### src/rtl/modulo_cod_coluna_pkg.sv
// Shared definitions for the column-coordinate encoder and the column decoder.
// Holds FSM state encodings, coordinate/code widths, the special "none" values
// and the inverse (code -> coordinate) mapping used by the display path.
package modulo_cod_coluna_pkg;

  localparam int unsigned CDC_W = 4;  // column coordinate width
  localparam int unsigned MDC_W = 3;  // column code width
  localparam int unsigned CNT_W = 8;  // error counter width

  localparam logic [CDC_W-1:0] COL_MAX  = 4'd4;
  localparam logic [CDC_W-1:0] CDC_NONE = 4'b1111;
  localparam logic [MDC_W-1:0] MDC_NONE = 3'b111;

  typedef enum logic [1:0] {
    IDLE  = 2'd0,
    CHECK = 2'd1,
    HOLD  = 2'd2,
    ERR   = 2'd3
  } state_t;

  // Result of encoding one coordinate
  typedef struct packed {
    logic             valid;
    logic [MDC_W-1:0] code;
  } col_enc_t;

  // Column decoder: code -> coordinate (111 means none/saturated)
  function automatic logic [CDC_W-1:0] decode_col(input logic [MDC_W-1:0] mdc);
    if (mdc == MDC_NONE) return CDC_NONE;
    return CDC_W'(mdc);
  endfunction

endpackage

### src/rtl/modulo_cod_coluna_if.sv
// Bus between the pushbutton/consumer side and the column encoder.
//   cdc       : column coordinate (to encoder)
//   ld        : asynchronous load request level (to encoder)
//   ack       : consumer acknowledge (to encoder)
//   mdc       : encoded column code (from encoder)
//   mdc_valid : mdc holds a fresh code awaiting ack (from encoder)
//   erro      : last capture was an invalid coordinate (from encoder)
interface modulo_cod_coluna_if;
  import modulo_cod_coluna_pkg::*;

  logic [CDC_W-1:0] cdc;
  logic             ld;
  logic             ack;
  logic [MDC_W-1:0] mdc;
  logic             mdc_valid;
  logic             erro;

  modport master (
    output cdc, ld, ack,
    input  mdc, mdc_valid, erro
  );

  modport slave (
    input  cdc, ld, ack,
    output mdc, mdc_valid, erro
  );
endinterface

### src/rtl/detector_borda.sv
// Two-flop synchronizer plus registered rising-edge detector.
//   clk, rst : clock and synchronous active-high reset
//   i_lvl    : asynchronous input level
//   o_pulse  : one-cycle pulse on a low->high transition of i_lvl
// A pulse is only produced after the synchronized level has been seen low at
// least once since reset, so a level held high through reset never fires.
module detector_borda (
  input  logic clk,
  input  logic rst,
  input  logic i_lvl,
  output logic o_pulse
);

  logic r_s1;
  logic r_s2;
  logic r_dly;
  logic r_v1;     // r_s1 holds a real sample (not a reset value)
  logic r_v2;     // r_s2 holds a real sample
  logic r_arm;    // real low level observed since reset
  logic r_pulse;

  always_ff @(posedge clk) begin
    if (rst) begin
      r_s1    <= 1'b0;
      r_s2    <= 1'b0;
      r_dly   <= 1'b0;
      r_v1    <= 1'b0;
      r_v2    <= 1'b0;
      r_arm   <= 1'b0;
      r_pulse <= 1'b0;
    end else begin
      r_s1    <= i_lvl;
      r_s2    <= r_s1;
      r_dly   <= r_s2;
      r_v1    <= 1'b1;
      r_v2    <= r_v1;
      if (r_v2 && !r_s2) r_arm <= 1'b1;
      r_pulse <= r_s2 & ~r_dly & r_arm;
    end
  end

  assign o_pulse = r_pulse;

endmodule

### src/rtl/modulo_cod_coluna.sv
// Column-coordinate encoder: captures cdc on a synchronized ld rising edge,
// validates it and presents the 3-bit code with a valid/ack handshake, or
// raises erro for ERR_CYCLES cycles on an invalid coordinate.
//   clk, rst : clock and synchronous active-high reset
//   bus      : slave side of modulo_cod_coluna_if (cdc, ld, ack in;
//              mdc, mdc_valid, erro out)
module modulo_cod_coluna
  import modulo_cod_coluna_pkg::*;
#(
  parameter int unsigned ERR_CYCLES = 4  // legal 1..255
) (
  input  logic                 clk,
  input  logic                 rst,
  modulo_cod_coluna_if.slave   bus
);

  state_t           r_state;
  logic [CDC_W-1:0] r_cdc;
  logic [MDC_W-1:0] r_mdc;
  logic             r_mdc_valid;
  logic             r_erro;
  logic [CNT_W-1:0] r_cnt;

  logic             w_ld_pulse;
  col_enc_t         w_enc;

  // Coordinate -> code; 0..COL_MAX map directly, CDC_NONE maps to MDC_NONE
  function automatic col_enc_t encode_col(input logic [CDC_W-1:0] cdc);
    col_enc_t res;
    res.valid = 1'b0;
    res.code  = MDC_W'(cdc);
    if (cdc <= COL_MAX) begin
      res.valid = 1'b1;
    end else if (cdc == CDC_NONE) begin
      res.valid = 1'b1;
      res.code  = MDC_NONE;
    end
    return res;
  endfunction

  detector_borda u_det_ld (
    .clk     (clk),
    .rst     (rst),
    .i_lvl   (bus.ld),
    .o_pulse (w_ld_pulse)
  );

  assign w_enc = encode_col(r_cdc);

  // Control FSM with registered outputs
  always_ff @(posedge clk) begin
    if (rst) begin
      r_state     <= IDLE;
      r_cdc       <= '0;
      r_mdc       <= '0;
      r_mdc_valid <= 1'b0;
      r_erro      <= 1'b0;
      r_cnt       <= '0;
    end else begin
      case (r_state)
        IDLE: begin
          if (w_ld_pulse) begin
            r_cdc   <= bus.cdc;
            r_state <= CHECK;
          end
        end
        CHECK: begin
          if (w_enc.valid) begin
            r_mdc       <= w_enc.code;
            r_mdc_valid <= 1'b1;
            r_state     <= HOLD;
          end else begin
            r_cnt   <= CNT_W'(ERR_CYCLES);
            r_erro  <= 1'b1;
            r_state <= ERR;
          end
        end
        HOLD: begin
          if (bus.ack) begin
            r_mdc_valid <= 1'b0;
            r_state     <= IDLE;
          end
        end
        ERR: begin
          // Counter was loaded with ERR_CYCLES on entry; leave on the last cycle
          if (r_cnt == CNT_W'(1)) begin
            r_erro  <= 1'b0;
            r_state <= IDLE;
          end else begin
            r_cnt <= r_cnt - CNT_W'(1);
          end
        end
        default: r_state <= IDLE;
      endcase
    end
  end

  assign bus.mdc       = r_mdc;
  assign bus.mdc_valid = r_mdc_valid;
  assign bus.erro      = r_erro;

endmodule

### src/flat_wrapper.sv
// flat-port wrapper written by rule: the top's interface ports become plain ports
module modulo_cod_coluna_flat import modulo_cod_coluna_pkg::*;
#(
  parameter int unsigned ERR_CYCLES = 4                 
)
  (clk, rst, bus_cdc, bus_ld, bus_ack, bus_mdc, bus_mdc_valid, bus_erro);
  modulo_cod_coluna_if bus_i ();
  input  logic clk;
  input  logic rst;
  input wire logic [$bits(bus_i.cdc)-1:0] bus_cdc;
  input wire logic [$bits(bus_i.ld)-1:0] bus_ld;
  input wire logic [$bits(bus_i.ack)-1:0] bus_ack;
  output wire logic [$bits(bus_i.mdc)-1:0] bus_mdc;
  output wire logic [$bits(bus_i.mdc_valid)-1:0] bus_mdc_valid;
  output wire logic [$bits(bus_i.erro)-1:0] bus_erro;
  assign bus_i.cdc = bus_cdc;
  assign bus_i.ld = bus_ld;
  assign bus_i.ack = bus_ack;
  assign bus_mdc = bus_i.mdc;
  assign bus_mdc_valid = bus_i.mdc_valid;
  assign bus_erro = bus_i.erro;
  modulo_cod_coluna #(.ERR_CYCLES(ERR_CYCLES)) u_core (.clk(clk), .rst(rst), .bus(bus_i));
endmodule
### config.mk
export PLATFORM = sky130hd
export DESIGN_NAME = modulo_cod_coluna_flat
export DESIGN_NICKNAME = d
export VERILOG_FILES = /design/src/rtl/modulo_cod_coluna_pkg.sv /design/src/rtl/modulo_cod_coluna_if.sv /design/src/rtl/detector_borda.sv /design/src/rtl/modulo_cod_coluna.sv /design/src/flat_wrapper.sv
export SDC_FILE = /design/constraint.sdc
export NUM_CORES = 1
export LEC_CHECK = 0
export CAP_MARGIN = 20
export CORE_MARGIN = 4
export CORE_UTILIZATION = 55
export DETAILED_ROUTE_END_ITERATION = 8
export HOLD_SLACK_MARGIN = 0.06
export PLACE_DENSITY = 0.78
export SLEW_MARGIN = 15
export SYNTH_ARGS = -nofsm -noshare
export SYNTH_HDL_FRONTEND = slang
export SYNTH_SLANG_ARGS = --single-unit
### constraint.sdc
create_clock -name clk -period 3.5 [get_ports clk]
set_input_delay 0.525 -clock clk [delete_from_list [all_inputs] [get_ports clk]]
set_output_delay 0.525 -clock clk [all_outputs]
set_load 0.05 [all_outputs]
==> impl_results.md <==
* Run status: completed
* HPWL after detailed placement at 1780 µm
* Critical path's slowest cell: clkdlybuf4s50_1
* Height of the chip at 54.5 µm
* Final Max Slew Viols at 0
* EDFF count, synth at 0
* Initial core utilization at 59.3%
* Number of instances in the synthesized netlist at 129
* Share of Yosys cell area claimed by the top area cell type at 43.8%
* Cell type with the highest aggregate area in the netlist: dfxtp_1
* Final-report setup violation count at 0
* Total power draw at 0.527 mW
* Clk_skew at 0.00594 ns
* First-pass GRT wire length at 4110 µm
* Total power per unit cell area at 384 mW/mm²
* Worst Hold Class: reg -> reg
* Buffer cell driving the clock tree root: clkbuf_4
* Worst Setup Path Type: reg -> out
* Final routed wirelength across all metal layers at 2510 µm
* TritonCTS clock tree: done
* Total grt overflow at 0
* Post-route ant nets at 0
* Most frequent cells in the layout: dfxtp_1 (26), nor2_1 (15), clkdlybuf4s50_1 (12), inv_1 (8), nand2_1 (8)
* Fraction of layout instances using a drive strength above 1 at 10.0%
* Detail-routed via count per cell at 6.20
* Endpoint arrival time on the critical path at 1.51 ns
* Peak per-stage delay on the critical path at 0.81 ns
* Slew margin rel. at 59.3%
* Shortest clock period the worst path allows after layout at 2.03 ns
* Warning count from the yosys run at 0
* Antenna cells at 0
* Number of antenna violations at the first check in global routing at 0
* Residual DRC count at 0
* Largest driver fanout on the critical path at 3
* Top achievable clock speed at 492 MHz
* Count of buffers inserted at the top-level ports at 12
* Leading post-synthesis cells by cell area: dfxtp_1 (44%), nor2_1 (4.7%), a21oi_1 (3.0%), a31oi_1 (2.6%), mux2i_1 (2.5%)
* Width of the die at 54.5 µm
* Total instance count after detailed placement at 163
* Buffer levels on the longest clock path at 2
* Critical path data required time at 2.97 ns
* # nets final at 151
* Part of the cycle the worst path needs at 58.1%
* Synthesis-to-finish area growth at 15.4%
* Num CTS Buffers at 3
* Maximum Capacitance Violations at 0
* Primary flip-flop cell chosen by synthesis mapping: dfxtp_1
* Later-pin clock latency in the skew report at 0.33 ns
* Placeable core region at 0.00200 mm²
* Largest net degree at the start of global routing at 24
* Static leakage at 0.456 nW
* Initial drt markers at 15
* Setup repair after global routing missed its margin: no
* Proportion of register bits with asynchronous set or reset after synthesis at 0%
* Vias after detailed routing at 1,036
* Critical path, cell by cell: clkdlybuf4s50_1
* Cell area after synthesis at 0.00119 mm²
* Routed wirelength normalized by instance count at 15.0 µm
* Detailed-router iteration count before antenna repair at 5
* Synthesized net count at 139
* Summed negative setup slack over all endpoints at 0 ns
* Buffer and inverter count on the worst path at 1
* Endpoints failing hold at 0
* Clock transition at the registers of the reported paths at 0.14 ns
* Number of ports placed on the die boundary at 13
* Number of library cell types mapped by synthesis at 40
* Final Wtd Congestion at 0.868
* Most frequent standard cell in the layout excluding fill and tap cells: dfxtp_1
* Placement Rows at 16
* Number of instances resized during post-cts repair at 0
* Vias in the first global route at 936
* Transition time at the pin with the least slew margin at 0.602 ns
* Clock Sinks at 26
* Worst setup SP type: flop
* Synthesis-stage register bit count at 26
* Sort of element at the end of the critical path: output pin
* Post-CTS Setup Repair Bufs at 0
* CP top delay family: buffers and inverters
* Die Area at 0.00297 mm²
* Hold Buf Count CTS at 0
* Hold slack final at 0.450 ns
* GRT Util Overall at 19.6%
* Share of the yosys chip area belonging to registers at 43.8%
* Post-synthesis area per instance at 9.20 µm²
* Layout filler cell count at 184
* Peak supply drop at 0.260 mV
* H-Tree Depth at 1
* Non-filler instance count after layout at 167
-- flip-flops by register name, indices dropped and copies added, names as in the netlist, 2 cells and up --
| signal | count |
|---|---|
| u_core.r_cnt | 8 |
| u_core.r_state | 2 |
| u_core.bus.mdc | 3 |
| u_core.r_cdc | 4 |
-- power by group --
part           total, mW  internal [mW]  switching, mW  leakage, nW
Sequential         0.302          0.300        0.00165        0.211
Clock              0.206          0.116         0.0897       0.0279
Combinational     0.0193         0.0104        0.00883        0.217
Total              0.527          0.426          0.100        0.456
-- final cells by class --
cell class              instances  area (µm²)  share of cell area (%)
well taps                      27        33.8                    2.47
clock buffers                   3        22.5                    1.64
inverters                       8        30.0                    2.19
flip-flops and latches         26         520                    38.0
multi-input cells              89         606                    44.2
repair buffers                 13         128                    9.32
clock inverters                 1        30.0                    2.19
-- synth_stat cells (2+ instances only) --
library cell,number
dfxtp_1,26
nor2_1,15
inv_1,8
nand2_1,8
a21oi_1,7
a31oi_1,5
nand3_1,5
o21ai_0,4
mux2i_1,3
nor2b_1,3
nor3_1,3
o21a_1,3
o31ai_1,3
or3_1,3
a211oi_1,2
buf_1,2
clkbuf_1,2
ha_1,2
o211ai_1,2
o311ai_0,2
or4_1,2
-- metrics by stage --
| stage | utilization (%) | setup WS (ns) | cell area (µm²) |
|---|---|---|---|
| CTS | 68.4 | 1.45 | 1370 |
| global route | 68.4 | 1.42 | 1370 |
| detailed placement | 65.8 | 1.58 | 1320 |
| floorplan | - | 1.75 | 1190 |
| global placement | 65.8 | 1.64 | 1320 |
| finish | 68.4 | 1.47 | 1370 |
-- logic make-up (layout without fill, tap and decap cells) --
family                     count (synthesis)  in the layout  share of synthesized area, %
muxes                                      3              3                          2.53
DFF                                       26             26                          43.8
adders and majority gates                  2              2                          2.11
and+or+nand+nor                           48             48                          22.0
AOI/OAI and AO/OA                         36             36                          24.3
buffers and inverters                     14             25                          5.16
-- path summary, 6_finish.rpt --
check | startpoint | endpoint | slack [ns] | cells after the start
worst max-delay path | u_core.bus.mdc_valid$_SDFFE_PP0P_ | bus_mdc_valid | 1.47 | 1
worst min-delay path | u_core.u_det_ld.r_v1$_DFF_P_ | u_core.u_det_ld.r_v2$_SDFF_PP0_ | 0.45 | 1
worst max register to register | u_core.r_cnt[1]$_SDFFE_PP0P_ | u_core.r_cnt[2]$_SDFFE_PP0P_ | 1.53 | 6
worst min register to register | u_core.u_det_ld.r_v1$_DFF_P_ | u_core.u_det_ld.r_v2$_SDFF_PP0_ | 0.45 | 1
-- per-layer routing --
layer | track usage [%] | vias up | share of wire, %
met5 | 0 | - | 0
met4 | 9.96 | 0 | 1.7
met3 | 2.45 | 5 | 4.2
met2 | 32.3 | 37 | 49
met1 | 24.8 | 495 | 46
li1 | - | 499 | -
No activity file was read; power rests on OpenSTA's default activity.
